$ cat config.mk
export PLATFORM = sky130hd
export DESIGN_NAME = cmos_rgb565_axis
export DESIGN_NICKNAME = d
export VERILOG_FILES = /design/src/rtl/cmos_rgb565_axis.sv
export SDC_FILE = /design/constraint.sdc
export NUM_CORES = 1
export LEC_CHECK = 0
export CORE_UTILIZATION = 45
export CTS_CLUSTER_SIZE = 30
export DETAILED_ROUTE_END_ITERATION = 10
export HOLD_SLACK_MARGIN = 0.1
export PLACE_DENSITY_LB_ADDON = 0.3
export SYNTH_ARGS = -nofsm -noshare
export SYNTH_HDL_FRONTEND = slang
export SYNTH_SLANG_ARGS = --single-unit
export TNS_END_PERCENT = 100
$ cat constraint.sdc
create_clock -name cmos_pclk -period 3.94 [get_ports cmos_pclk]
set_input_delay 0.591 -clock cmos_pclk [delete_from_list [all_inputs] [get_ports cmos_pclk]]
set_output_delay 0.591 -clock cmos_pclk [all_outputs]
set_load 0.05 [all_outputs]
$ cat src/rtl/cmos_rgb565_axis.sv
`timescale 1ns/1ps
// cmos_rgb565_axis
//   Captures a DVP-style camera byte stream (two bytes per RGB565 pixel),
//   expands each pixel to RGB888 and presents it on an AXI4-Stream video
//   master with start-of-frame (tuser) and end-of-line (tlast) flags.
//   The camera cannot be stalled, so a small FIFO absorbs back-pressure;
//   if it overflows, the rest of the frame is dropped.
//
// Ports
//   cmos_pclk      camera pixel clock, the only clock
//   rst_n          asynchronous active-low reset
//   cmos_href      line valid
//   cmos_vsync     frame sync (VSYNC_POL = level during vertical blanking)
//   cmos_data      camera byte
//   m_axis_*       AXI4-Stream master, tdata = {R, G, B}
//   line_pixels    pixels pushed on the last completed captured line
//   frame_cnt      frame edges seen while running or dropping
//   overflow       sticky flag, set when a pixel is dropped
//   ovf_clr        clears overflow (a set in the same cycle wins)
//
// state | meaning
// SYNC  | waiting for the first frame edge after reset
// SKIP  | discarding settling frames
// RUN   | capturing pixels
// DROP  | FIFO overflowed, discard until the next frame edge
module cmos_rgb565_axis #(
  parameter bit VSYNC_POL   = 1'b1,
  parameter int SKIP_FRAMES = 2,
  parameter int FIFO_DEPTH  = 16,
  parameter int LINE_W      = 12
) (
  input  logic              cmos_pclk,
  input  logic              rst_n,
  input  logic              cmos_href,
  input  logic              cmos_vsync,
  input  logic [7:0]        cmos_data,
  output logic [23:0]       m_axis_tdata,
  output logic              m_axis_tvalid,
  input  logic              m_axis_tready,
  output logic              m_axis_tuser,
  output logic              m_axis_tlast,
  output logic [LINE_W-1:0] line_pixels,
  output logic [15:0]       frame_cnt,
  output logic              overflow,
  input  logic              ovf_clr
);
  localparam int AW = $clog2(FIFO_DEPTH);
  localparam logic [3:0] SKIP_N = 4'(SKIP_FRAMES);
  localparam logic [AW:0] DEPTH_N = (AW+1)'(FIFO_DEPTH);

  typedef enum logic [1:0] {ST_SYNC, ST_SKIP, ST_RUN, ST_DROP} state_t;

  // Input pipeline. vsync registers reset to the blanking level so a pin
  // already in blanking at release does not look like a frame edge.
  logic       href_r, href_d, vsync_r, vsync_d;
  logic [7:0] data_r;

  always_ff @(posedge cmos_pclk or negedge rst_n) begin
    if (!rst_n) begin
      href_r  <= 1'b0;
      href_d  <= 1'b0;
      vsync_r <= VSYNC_POL;
      vsync_d <= VSYNC_POL;
      data_r  <= '0;
    end else begin
      href_r  <= cmos_href;
      href_d  <= href_r;
      vsync_r <= cmos_vsync;
      vsync_d <= vsync_r;
      data_r  <= cmos_data;
    end
  end

  logic frame_edge, href_fall;
  assign frame_edge = (vsync_r == VSYNC_POL) && (vsync_d != VSYNC_POL);
  assign href_fall  = href_d && !href_r;

  // Byte assembly. A byte arriving on a frame edge starts a fresh pixel.
  logic        phase;
  logic [7:0]  byte0;
  logic        pix_done;
  logic [4:0]  r5, b5;
  logic [5:0]  g6;
  logic [23:0] rgb_new;

  assign pix_done = href_r && phase && !frame_edge;
  assign r5       = byte0[7:3];
  assign g6       = {byte0[2:0], data_r[7:5]};
  assign b5       = data_r[4:0];
  assign rgb_new  = {r5, r5[4:2], g6, g6[5:4], b5, b5[4:2]};

  always_ff @(posedge cmos_pclk or negedge rst_n) begin
    if (!rst_n) begin
      phase <= 1'b0;
      byte0 <= '0;
    end else begin
      if (!href_r)         phase <= 1'b0;
      else if (frame_edge) phase <= 1'b1;
      else                 phase <= !phase;
      if (href_r && (frame_edge || !phase)) byte0 <= data_r;
    end
  end

  // FIFO occupancy is needed by the control path to detect overflow.
  logic [AW:0]   cnt, cnt_n;
  logic [AW-1:0] wr_ptr, rd_ptr, rd_ptr_n;
  logic          full, pop;
  assign full = (cnt == DEPTH_N);
  assign pop  = m_axis_tvalid && m_axis_tready;

  // Control
  state_t      state, state_n;
  logic [3:0]  skip_cnt, skip_n;
  logic        sof_pend, sof_n;
  logic        hold_v, hold_v_n, hold_load;
  logic [23:0] hold_rgb;
  logic        push_req, push_last, push_ok, push_drop;
  logic        enter_run, frame_inc;
  logic [25:0] push_word;

  always_comb begin
    state_n   = state;
    skip_n    = skip_cnt;
    sof_n     = sof_pend;
    hold_v_n  = hold_v;
    hold_load = 1'b0;
    push_req  = 1'b0;
    push_last = 1'b0;
    enter_run = 1'b0;
    frame_inc = 1'b0;
    unique case (state)
      ST_SYNC: if (frame_edge) begin
        if (SKIP_FRAMES == 0) begin
          state_n   = ST_RUN;
          enter_run = 1'b1;
        end else begin
          state_n = ST_SKIP;
          skip_n  = '0;
        end
      end
      ST_SKIP: if (frame_edge) begin
        skip_n = skip_cnt + 4'd1;
        if (skip_n == SKIP_N) begin
          state_n   = ST_RUN;
          enter_run = 1'b1;
        end
      end
      ST_RUN: begin
        // End of line or frame flushes the held pixel as the line's last.
        if (frame_edge || href_fall) begin
          push_req  = hold_v;
          push_last = 1'b1;
          hold_v_n  = 1'b0;
        end else if (pix_done) begin
          push_req  = hold_v;
          hold_load = 1'b1;
          hold_v_n  = 1'b1;
        end
        if (frame_edge) begin
          frame_inc = 1'b1;
          enter_run = 1'b1;
        end
      end
      ST_DROP: if (frame_edge) begin
        state_n   = ST_RUN;
        frame_inc = 1'b1;
        enter_run = 1'b1;
      end
      default: state_n = ST_SYNC;
    endcase
    push_ok   = push_req && !full;
    push_drop = push_req && full;
    if (push_drop) begin
      hold_v_n  = 1'b0;
      hold_load = 1'b0;
      if (!frame_edge) state_n = ST_DROP;
    end
    if (push_ok)   sof_n = 1'b0;
    if (enter_run) sof_n = 1'b1;
  end

  assign push_word = {sof_pend, push_last, hold_rgb};

  logic [LINE_W-1:0] line_cnt;

  always_ff @(posedge cmos_pclk or negedge rst_n) begin
    if (!rst_n) begin
      state       <= ST_SYNC;
      skip_cnt    <= '0;
      sof_pend    <= 1'b0;
      hold_v      <= 1'b0;
      hold_rgb    <= '0;
      overflow    <= 1'b0;
      frame_cnt   <= '0;
      line_cnt    <= '0;
      line_pixels <= '0;
    end else begin
      state    <= state_n;
      skip_cnt <= skip_n;
      sof_pend <= sof_n;
      hold_v   <= hold_v_n;
      if (hold_load) hold_rgb <= rgb_new;
      if (push_drop)    overflow <= 1'b1;
      else if (ovf_clr) overflow <= 1'b0;
      if (frame_inc) frame_cnt <= frame_cnt + 16'd1;
      if (state == ST_RUN && href_fall)
        line_pixels <= (push_ok && line_cnt != '1) ? line_cnt + LINE_W'(1) : line_cnt;
      if (frame_edge || href_fall)       line_cnt <= '0;
      else if (push_ok && line_cnt != '1) line_cnt <= line_cnt + LINE_W'(1);
    end
  end

  // FIFO with a registered head. The head stays counted until it is
  // accepted, so the FIFO_DEPTH entries include the one on the bus.
  logic [25:0] mem [FIFO_DEPTH];

  assign cnt_n    = cnt + (AW+1)'(push_ok) - (AW+1)'(pop);
  assign rd_ptr_n = rd_ptr + AW'(pop);

  always_ff @(posedge cmos_pclk) begin
    if (push_ok) mem[wr_ptr] <= push_word;
  end

  always_ff @(posedge cmos_pclk or negedge rst_n) begin
    if (!rst_n) begin
      cnt           <= '0;
      wr_ptr        <= '0;
      rd_ptr        <= '0;
      m_axis_tvalid <= 1'b0;
      m_axis_tuser  <= 1'b0;
      m_axis_tlast  <= 1'b0;
      m_axis_tdata  <= '0;
    end else begin
      cnt           <= cnt_n;
      rd_ptr        <= rd_ptr_n;
      if (push_ok) wr_ptr <= wr_ptr + AW'(1);
      m_axis_tvalid <= (cnt_n != '0);
      if (cnt_n != '0) begin
        // Pushing into an otherwise empty FIFO: forward the new word.
        if (push_ok && cnt == (AW+1)'(pop))
          {m_axis_tuser, m_axis_tlast, m_axis_tdata} <= push_word;
        else
          {m_axis_tuser, m_axis_tlast, m_axis_tdata} <= mem[rd_ptr_n];
      end
    end
  end

endmodule
# Yosys cells after proc, flatten, opt, wreduce, memory -nomap -nowiden
# Memory sizes are Yosys's and may differ from the RTL's.
# Cells that the tools add are included.
# word_totals
register_bits	134
ramBits	416
input_bits	14
output_inout_bits	56
elab_cells	109
mem_count	1
# classes
n_addsub	7
n_eq_ne	9
mux	41
bitwise_logic	1
reduce_logical	27
# mem_list
memory	depth	width	rd	rd_clocked_by_memory_dff	wr	line_no	source
mem	16	26	1	0	1	215	logic [25:0] mem [FIFO_DEPTH];
# ops
operator	count
$mux 1	27
$mux 12	2
$mux 24	1
$add 16x1->16 const B	1
$add 12x1->12 const B	1
$mux 2	6
$ne 12x12->1 const B	1
$logic_and 1x1->1	11
$add 4x1->4 const B	2
$mux 4	2
$pmux 4 s2	1
$reduce_bool 2->1	4
$pmux 2 s3	1
$add 5x1->5	1
$eq 5x1->1	1
$eq 5x5->1 const B	1
$reduce_bool 5->1	1
$sub 5x1->5	1
$add 4x1->4	1
$eq 2x2->1 const B	2
$eq 4x2->1 const B	1
$logic_not 1->1	4
$ne 2x2->1 const B	2
$reduce_and 3->1	1
other kinds (8)	9

# Longest topological paths before layout
# Gate-level depths: netlist of the first run.
# logic_depth
ltp_word	11
ltp_mapped	18
depth_no_buf	14

# Worst setup path before layout of the first run
# No wires, ideal clock.
# synth_path
kind	flip-flop to flip-flop
startpoint	register cnt[2]
endpoint	register m_axis_tdata[22]
arrival_ps	3508
required_time_ps	3862
path_slack_ps	355
stages_incl_launch_ff	19
path_cell_list	dfrtp_1 > inv_1 > ha_1 > and4bb_2 > and2b_1 > buf_6 > inv_4 > buf_6 > ha_1 > inv_1 > ha_1 > fa_1 > xor2_1 > or3_1 > buf_2 > or3_1 > buf_2 > buf_2 > a21oi_1
# synth_via
elab_chain_cells	6
# synth_lines
element	line_no	source
start, declared	105	logic [AW:0] cnt, cnt_n;
start signal, assigned	234	cnt <= cnt_n;
$eq 5x5->1	108	assign full = (cnt == DEPTH_N);
$logic_not 1->1	171	push_ok = push_req && !full;
$logic_and 1x1->1	171	
$add 5x1->5 *	217	assign cnt_n = cnt + (AW+1)'(push_ok) - (AW+1)'(pop);
$sub 5x1->5 *	217	
via cnt_n[2]	105	
$reduce_bool 5->1 *	238	if (cnt_n != '0) begin
end signal, assigned	241	{m_axis_tuser, m_axis_tlast, m_axis_tdata} <= push_word;
end signal, assigned	243	{m_axis_tuser, m_axis_tlast, m_axis_tdata} <= mem[rd_ptr_n];
end, declared	37	output logic [23:0] m_axis_tdata,
# Mark *: on every way through the listed nets, which the timed path passes. The rest lies on a longest branch.
# A chain may end at the register's enable or synchronous reset.

# Final worst setup path of the first run
# layout_path
startpoint	register cnt[2]
endpoint	register m_axis_tdata[11]
# Same word-level chain as after synthesis.

==> flow_summary.yaml, run 1 <==
grt:
  grt_pass1_wl_um: 52420
  grt_max_degree: 69
  grt_use_total_pct: 19.51
  antenna_found_initial: 0
  first_global_vias: 8547
  overflow: 0
run_status:
  status: "finished, final reports clean"
setup_path:
  cp.required_ns: 4.39
  crit_start: "cnt[2]"
  crit_fanout: 19
  r2r_slack_ns: 0.28
  cp.arrival_ns: 4.10
  max_stage_delay_ns: 0.67
  cp_common_cell: "ha_1"
  crit_slowest_cell: "or3_2"
  path_cells: "inv_1 -> ha_1 -> and4bb_2 -> and2b_1 -> inv_4 -> ha_1 -> inv_1 -> ha_1 -> fa_1 -> xor2_1 -> or3_1 -> or3_2 -> a21oi_1"
  crit_path_end_kind: "register"
  endpoint: "m_axis_tdata[11]"
  rr_endpoint: "m_axis_tdata[11]"
  reg2reg_from: "cnt[2]"
  start_kind: "register"
  path_class: "reg -> reg"
  rr_worst_depth: 13
die:
  die_w_um: 191.9
  initial_core_util_pct: 45.72
  coreArea_sq_mm: 0.03548
  ioPinCount: 70
  die_area_sq_mm: 0.03681
  rows: 69
  fp.dieH_um: 191.9
run:
  maxCapViolations: 0
sta:
  worstMarginPinSlew_ns: 0.9089
  setup_viol: 0
  fmax_mhz: 273.6
  timing.final.crit_share_pct: 92.78
  setup_tns_ns: 0
  finClkSkew_ns: 0.01845
  slew_viol_final: 0
  fin_crit_ns: 3.655
  rsz0062_at_grt: "false"
  hold_viol_final: 0
  relSlewSlack_pct: 39.05
clock_tree:
  holdBufCountCts: 0
  cts.sinks: 406
  htree_levels: 2
  cts_made_buffers: 43
  cts_root_buf: "clkbuf_16"
  clkLatencyLatePin_ns: 0.54
  post_cts_buffers: 0
  cts_tree: "built"
  cts_resized: 0
  clock_path_buffers: 3
  cts.reportedPaths.clkPinSlew_ns: 0.06
drt:
  drt_iter0_markers: 586
  wire_per_inst_um: 22.93
  drc: 0
  dr.pass1.iters: 4
  ant_nets: 0
  vias_per_cell: 5.560
  finalWirelength_um: 34310
  num_vias: 8318
synth:
  synth_area_sq_mm: 0.01622
  synthTopCellsByArea: "edfxtp_1 (53%), dfrtp_1 (18%), mux4_2 (10%)"
  synthDominantCellAreaShare_pct: 53.31
  synth_edf_count: 288
  synth_top_area_cell: "edfxtp_1"
  post_synth.cell_area_avg_sq_um: 18.21
  synth_ff_type: "edfxtp_1"
  ys_seq_elements: 406
  synthDistinctLibCells: 54
  yosysWarnings: 0
  yosysSeqAreaShare_pct: 71.53
  async_flop_share_pct: 29.06
  synth_fp_nets: 922
  syn_inst: 891
final_layout:
  fill_cells: 2763
  layout_commonest_cell: "edfxtp_1"
  finalInstanceArea_sq_mm: 0.01912
  area_growth_pct: 17.86
  antennaDiodeCount: 0
  layout-drive-gt1-share_pct: 22.90
  layout.cells.most_common_list: "edfxtp_1 (288), dfrtp_1 (116), mux2i_1 (73)"
  final_nets: 1031
power:
  p_per_area_mw_per_mm2: 849.4
  p_leak_nw: 6.951
  vdd.ir_drop.worst_mv: 0.5944
min_path:
  hold_path_class: "in -> async"
placed_design:
  port_buffers: 69
  dpl.hpwl_um: 20230
  dpl_cell_area_sq_mm: 0.01772
  gp_congestion: 0.7570
[layer usage]
metal	up-vias	global-route usage [%]	share of wire, %
met1	4371	28.34	46
met3	45	3.362	5.1
met2	218	30.62	48
li1	3684	-	-
met4	0	4.915	1.6
met5	-	0	0
[Yosys cell counts (all sizes together) (2+ instances only)]
cell type  instances
a31oi              2
buf               30
dfstp              2
nand3b             2
o21bai             2
mux2              25
nand3             12
mux4              72
clkbuf            18
ha                16
nor3              10
xor2               9
nor2b              3
nand4              8
nor3b              2
nor4              24
and2               3
or3                3
o21ai              6
edfxtp           288
xnor2             27
nor2              45
nand2b             5
and3               4
inv               12
a21oi             34
nand2             25
a21o               3
dfrtp            116
mux2i             73
[cell type report]
| cell class | instances | area (sq um) | share of cell area, % |
|---|---|---|---|
| clock buffers | 66 | 1244 | 6.504 |
| flip-flops and latches | 406 | 11600 | 60.69 |
| clock inverters | 14 | 155.1 | 0.8114 |
| multi-input cells | 425 | 4420 | 23.12 |
| well taps | 461 | 576.8 | 3.017 |
| repair buffers | 112 | 1074 | 5.614 |
| inverters | 12 | 47.55 | 0.2487 |
[cells by family after synthesis]
family	count (synthesis)	synth area share (%)
adder cells (fa/ha/maj)	17	1.357
flip-flops	406	71.53
buffers and inverters	60	1.905
AO/OA/AOI/OAI	52	1.920
XOR/XNOR	36	2.036
multiplexers	170	16.23
AND/OR/NAND/NOR	150	5.021
[flip-flops by register name, summed over array words and instances, names as in the netlist, 2 cells and up]
register / count
byte0: 8
cnt: 5
data_r: 8
frame_cnt: 16
hold_rgb: 16
line_cnt: 12
line_pixels: 12
m_axis_tdata: 16
mem: 288
rd_ptr: 4
skip_cnt: 4
state: 2
wr_ptr: 4
[power by group]
group	internal, W	leakage [nW]	switching [W]
Clock	0.00237	0.675	0.00158
Sequential	0.00543	4.07	0.000677
Combinational	0.00280	2.21	0.00338
[metrics by stage]
stage               setup WS (ns)  hold WS, ns  power, W  std cells  utilization, %
global placement           0.3563       0.3744   0.01235       1416           49.94
finish                     0.2845      0.09761   0.01624       1496           53.89
global route              0.07398       0.1464   0.01702       1496           53.89
detailed placement         0.3060       0.3797   0.01244       1416           49.94
CTS                        0.2408       0.1053   0.01640       1496           53.88
floorplan                  0.3547       0.2954   0.01043        891               -
[critical path: cells and delay by family, from the launching register on]
family | cells | cell delay, ns
xor gates and xnor gates | 1 | 0.16
adders and majority gates | 4 | 1.09
DFF | 1 | 0.36
and+or+nand+nor | 4 | 1.50
AOI/OAI and AO/OA | 1 | 0.24
buffers and inverters | 3 | 0.21
[worst min-delay path by stage]
| stage | startpoint | end | slack [ns] |
|---|---|---|---|
| floorplan | rst_n | byte0[0] | 0.30 |
| global placement | vsync_r | vsync_d | 0.37 |
| detailed placement | vsync_r | vsync_d | 0.38 |
| CTS | rst_n | line_pixels[5] | 0.11 |
| global route | rst_n | line_pixels[5] | 0.15 |
| finish | rst_n | line_pixels[5] | 0.1 |
Note: power is estimated with default switching activity, not from simulation.
==> inputs of run 2 (changes only) <==
CAP_MARGIN = 5   (was not set)
==> results of run 2 <==
No change in the layout: final DEF, timing and power equal those of run 1.
==> inputs of run 3 (changes only) <==
ABC_AREA = 1   (was not set)
CORE_UTILIZATION = 25   (was 45)
==> run 3 against run 2 <==
Final cell count is 88% higher. Die area is 94% higher. Synthesized cell count is 98% higher. First-iteration DRC count is 27% higher. Setup slack better by 0.40 ns. Wire length is 38% higher. Total power is 11% higher. Cell area is 11% higher. Via count is 46% higher. Global-route usage is 6.1 points lower. Clock skew is 0.0042 ns higher. Worst hold slack better by 0.28 ns. Critical path type unchanged. Critical endpoint is now m_axis_tdata[20].
==> flow_summary.yaml, run 3 <==
sta:
  fin_hold_ws_ns: 0.3812
  fmax_mhz: 307.2
  hold_viol_final: 0
  setup_viol: 0
  setup_tns_ns: 0
  relSlewSlack_pct: 28.40
  fin_crit_ns: 3.256
  timing.final.crit_share_pct: 82.63
  worstMarginPinSlew_ns: 1.074
  slew_viol_final: 0
  finClkSkew_ns: 0.02266
  rsz0062_at_grt: "false"
setup_path:
  crit_family: "simple AND/OR/NAND/NOR gates"
  path_depth: 16
  max_stage_delay_ns: 0.45
  crit_path_end_kind: "register"
  crit_fanout: 37
  crit_buf_inv: 3
  cp.required_ns: 4.40
  rr_worst_depth: 16
  path_cells: "inv_1 -> ha_1 -> nand3_1 -> nand3_4 -> ha_1 -> inv_1 -> ha_1 -> fa_1 -> or2_2 -> nor2_1 -> nand3_1 -> nor2_4 -> buf_12 -> nor2_1 -> nand2_1 -> nand2_1"
  cp.arrival_ns: 3.71
  cp_common_cell: "ha_1"
  crit_slowest_cell: "fa_1"
  start_kind: "register"
  path_class: "reg -> reg"
final_layout:
  antennaDiodeCount: 0
  layout-drive-gt1-share_pct: 7.684
  largest_register_ffs: 288
  final_nets: 1870
  layout_commonest_cell: "nand2_1"
  layout.cells.most_common_list: "nand2_1 (627), edfxtp_1 (288), nand3_1 (226)"
  area_growth_pct: 20.06
  fin_util_pct: 30.55
  regMostFlops: "mem"
drt:
  drt_iter0_markers: 743
  drc: 0
  wire_per_inst_um: 16.90
  dr.pass1.iters: 7
  num_vias: 12180
  ant_nets: 0
  vias_per_cell: 4.342
  finalWirelength_um: 47420
clock_tree:
  cts_made_buffers: 43
  clkLatencyLatePin_ns: 0.58
  cts.sinks: 406
  htree_levels: 2
  cts.reportedPaths.clkPinSlew_ns: 0.06
  cts_tree: "built"
  cts_resized: 0
  clock_path_buffers: 3
  cts_root_buf: "clkbuf_16"
min_path:
  hold_path_class: "reg -> reg"
  min_path_cells: 0
synth:
  syn_inst: 1766
  async_flop_share_pct: 29.06
  synth_area_sq_mm: 0.01761
  synthTopCellsByArea: "edfxtp_1 (49%), dfrtp_1 (16%), nand2_1 (13%)"
  yosysMostFrequentCell: "nand2_1"
  synth_fp_nets: 1797
  yosys-top-cells-count: "nand2_1 (627), edfxtp_1 (288), nand3_1 (226)"
  synth_edf_count: 288
  synthDominantCellAreaShare_pct: 49.12
  synth_ff_type: "edfxtp_1"
  synth_top_area_cell: "edfxtp_1"
  synthDistinctLibCells: 34
  ys_seq_elements: 406
  yosysWarnings: 0
  yosysSeqAreaShare_pct: 65.91
  post_synth.cell_area_avg_sq_um: 9.969
placed_design:
  dpl.hpwl_um: 27780
  port_buffers: 69
  gp_congestion: 0.7932
die:
  ioPinCount: 70
  coreArea_sq_mm: 0.06919
  die_area_sq_mm: 0.07149
  rows: 96
  initial_core_util_pct: 25.45
  die_w_um: 267.4
  fp.dieH_um: 267.4
grt:
  grt_pass1_wl_um: 72770
  antenna_found_initial: 0
  grt_use_total_pct: 13.42
  grt_max_degree: 99
  overflow: 0
  first_global_vias: 12190
power:
  vdd.ir_drop.worst_mv: 0.5814
  p_leak_nw: 8.860
  p_per_area_mw_per_mm2: 852.9
run:
  maxCapViolations: 0
run_status:
  status: "finished, final reports clean"
run 3: cell type report:
class | count | area, sq um
inverter | 211 | 794.5
timing repair buffer | 107 | 1117
multi-input combinational | 1070 | 4907
fill | 7127 | 48050
clock buffer | 53 | 1145
tap | 931 | 1165
sequential | 406 | 11600
clock inverter | 27 | 405.4
run 3: logic make-up after synthesis:
group           after synthesis  share of synthesized area, %
compound gates               62                         1.826
fa+ha+maj                    17                         1.251
buf+inv                     290                         6.688
xor+xnor                     26                         1.549
flops                       406                         65.91
simple gates                965                         22.78
run 3: layer usage:
layer	global-route usage, %	wire length [um]
met4	3.495	965
met1	16.74	20580
met2	23.39	23360
met3	2.832	2512
met5	0	0
run 3: power breakdown:
part | internal (W) | leakage (nW) | switching (W)
Combinational | 0.00223 | 4.01 | 0.00507
Clock | 0.00273 | 0.737 | 0.00171
Sequential | 0.00547 | 4.11 | 0.000810
Total | 0.0104 | 8.86 | 0.00759
run 3: metrics by stage:
step                      total power [W]  setup WS, ns  instances  area, sq um
after floorplan                   0.01096        0.7358       1766        17610
after global placement            0.01366        0.6215       2724        19580
after detailed placement          0.01369        0.5658       2724        19580
after CTS                         0.01819        0.6345       2805        21140
after global routing              0.01915        0.4231       2805        21140
final                             0.01803        0.6843       2805        21140
run 3: what timing repair did:
item	4_1_cts	5_1_grt
endpoints found under the setup margin	0	0
hold buffers	1	0
setup buffers	0	0
hold endpoints to repair	67	0
run 3: worst paths after layout:
| check | startpoint | to | slack (ns) |
|---|---|---|---|
| setup / recovery | cnt[2] | m_axis_tdata[20] | 0.68 |
| hold / removal | vsync_r | vsync_d | 0.38 |
| setup reg to reg | cnt[2] | m_axis_tdata[20] | 0.68 |
| hold reg to reg | vsync_r | vsync_d | 0.38 |
| max in group asynchronous | rst_n | hold_rgb[5] | 2.44 |
| min in group asynchronous | rst_n | line_cnt[7] | 0.63 |
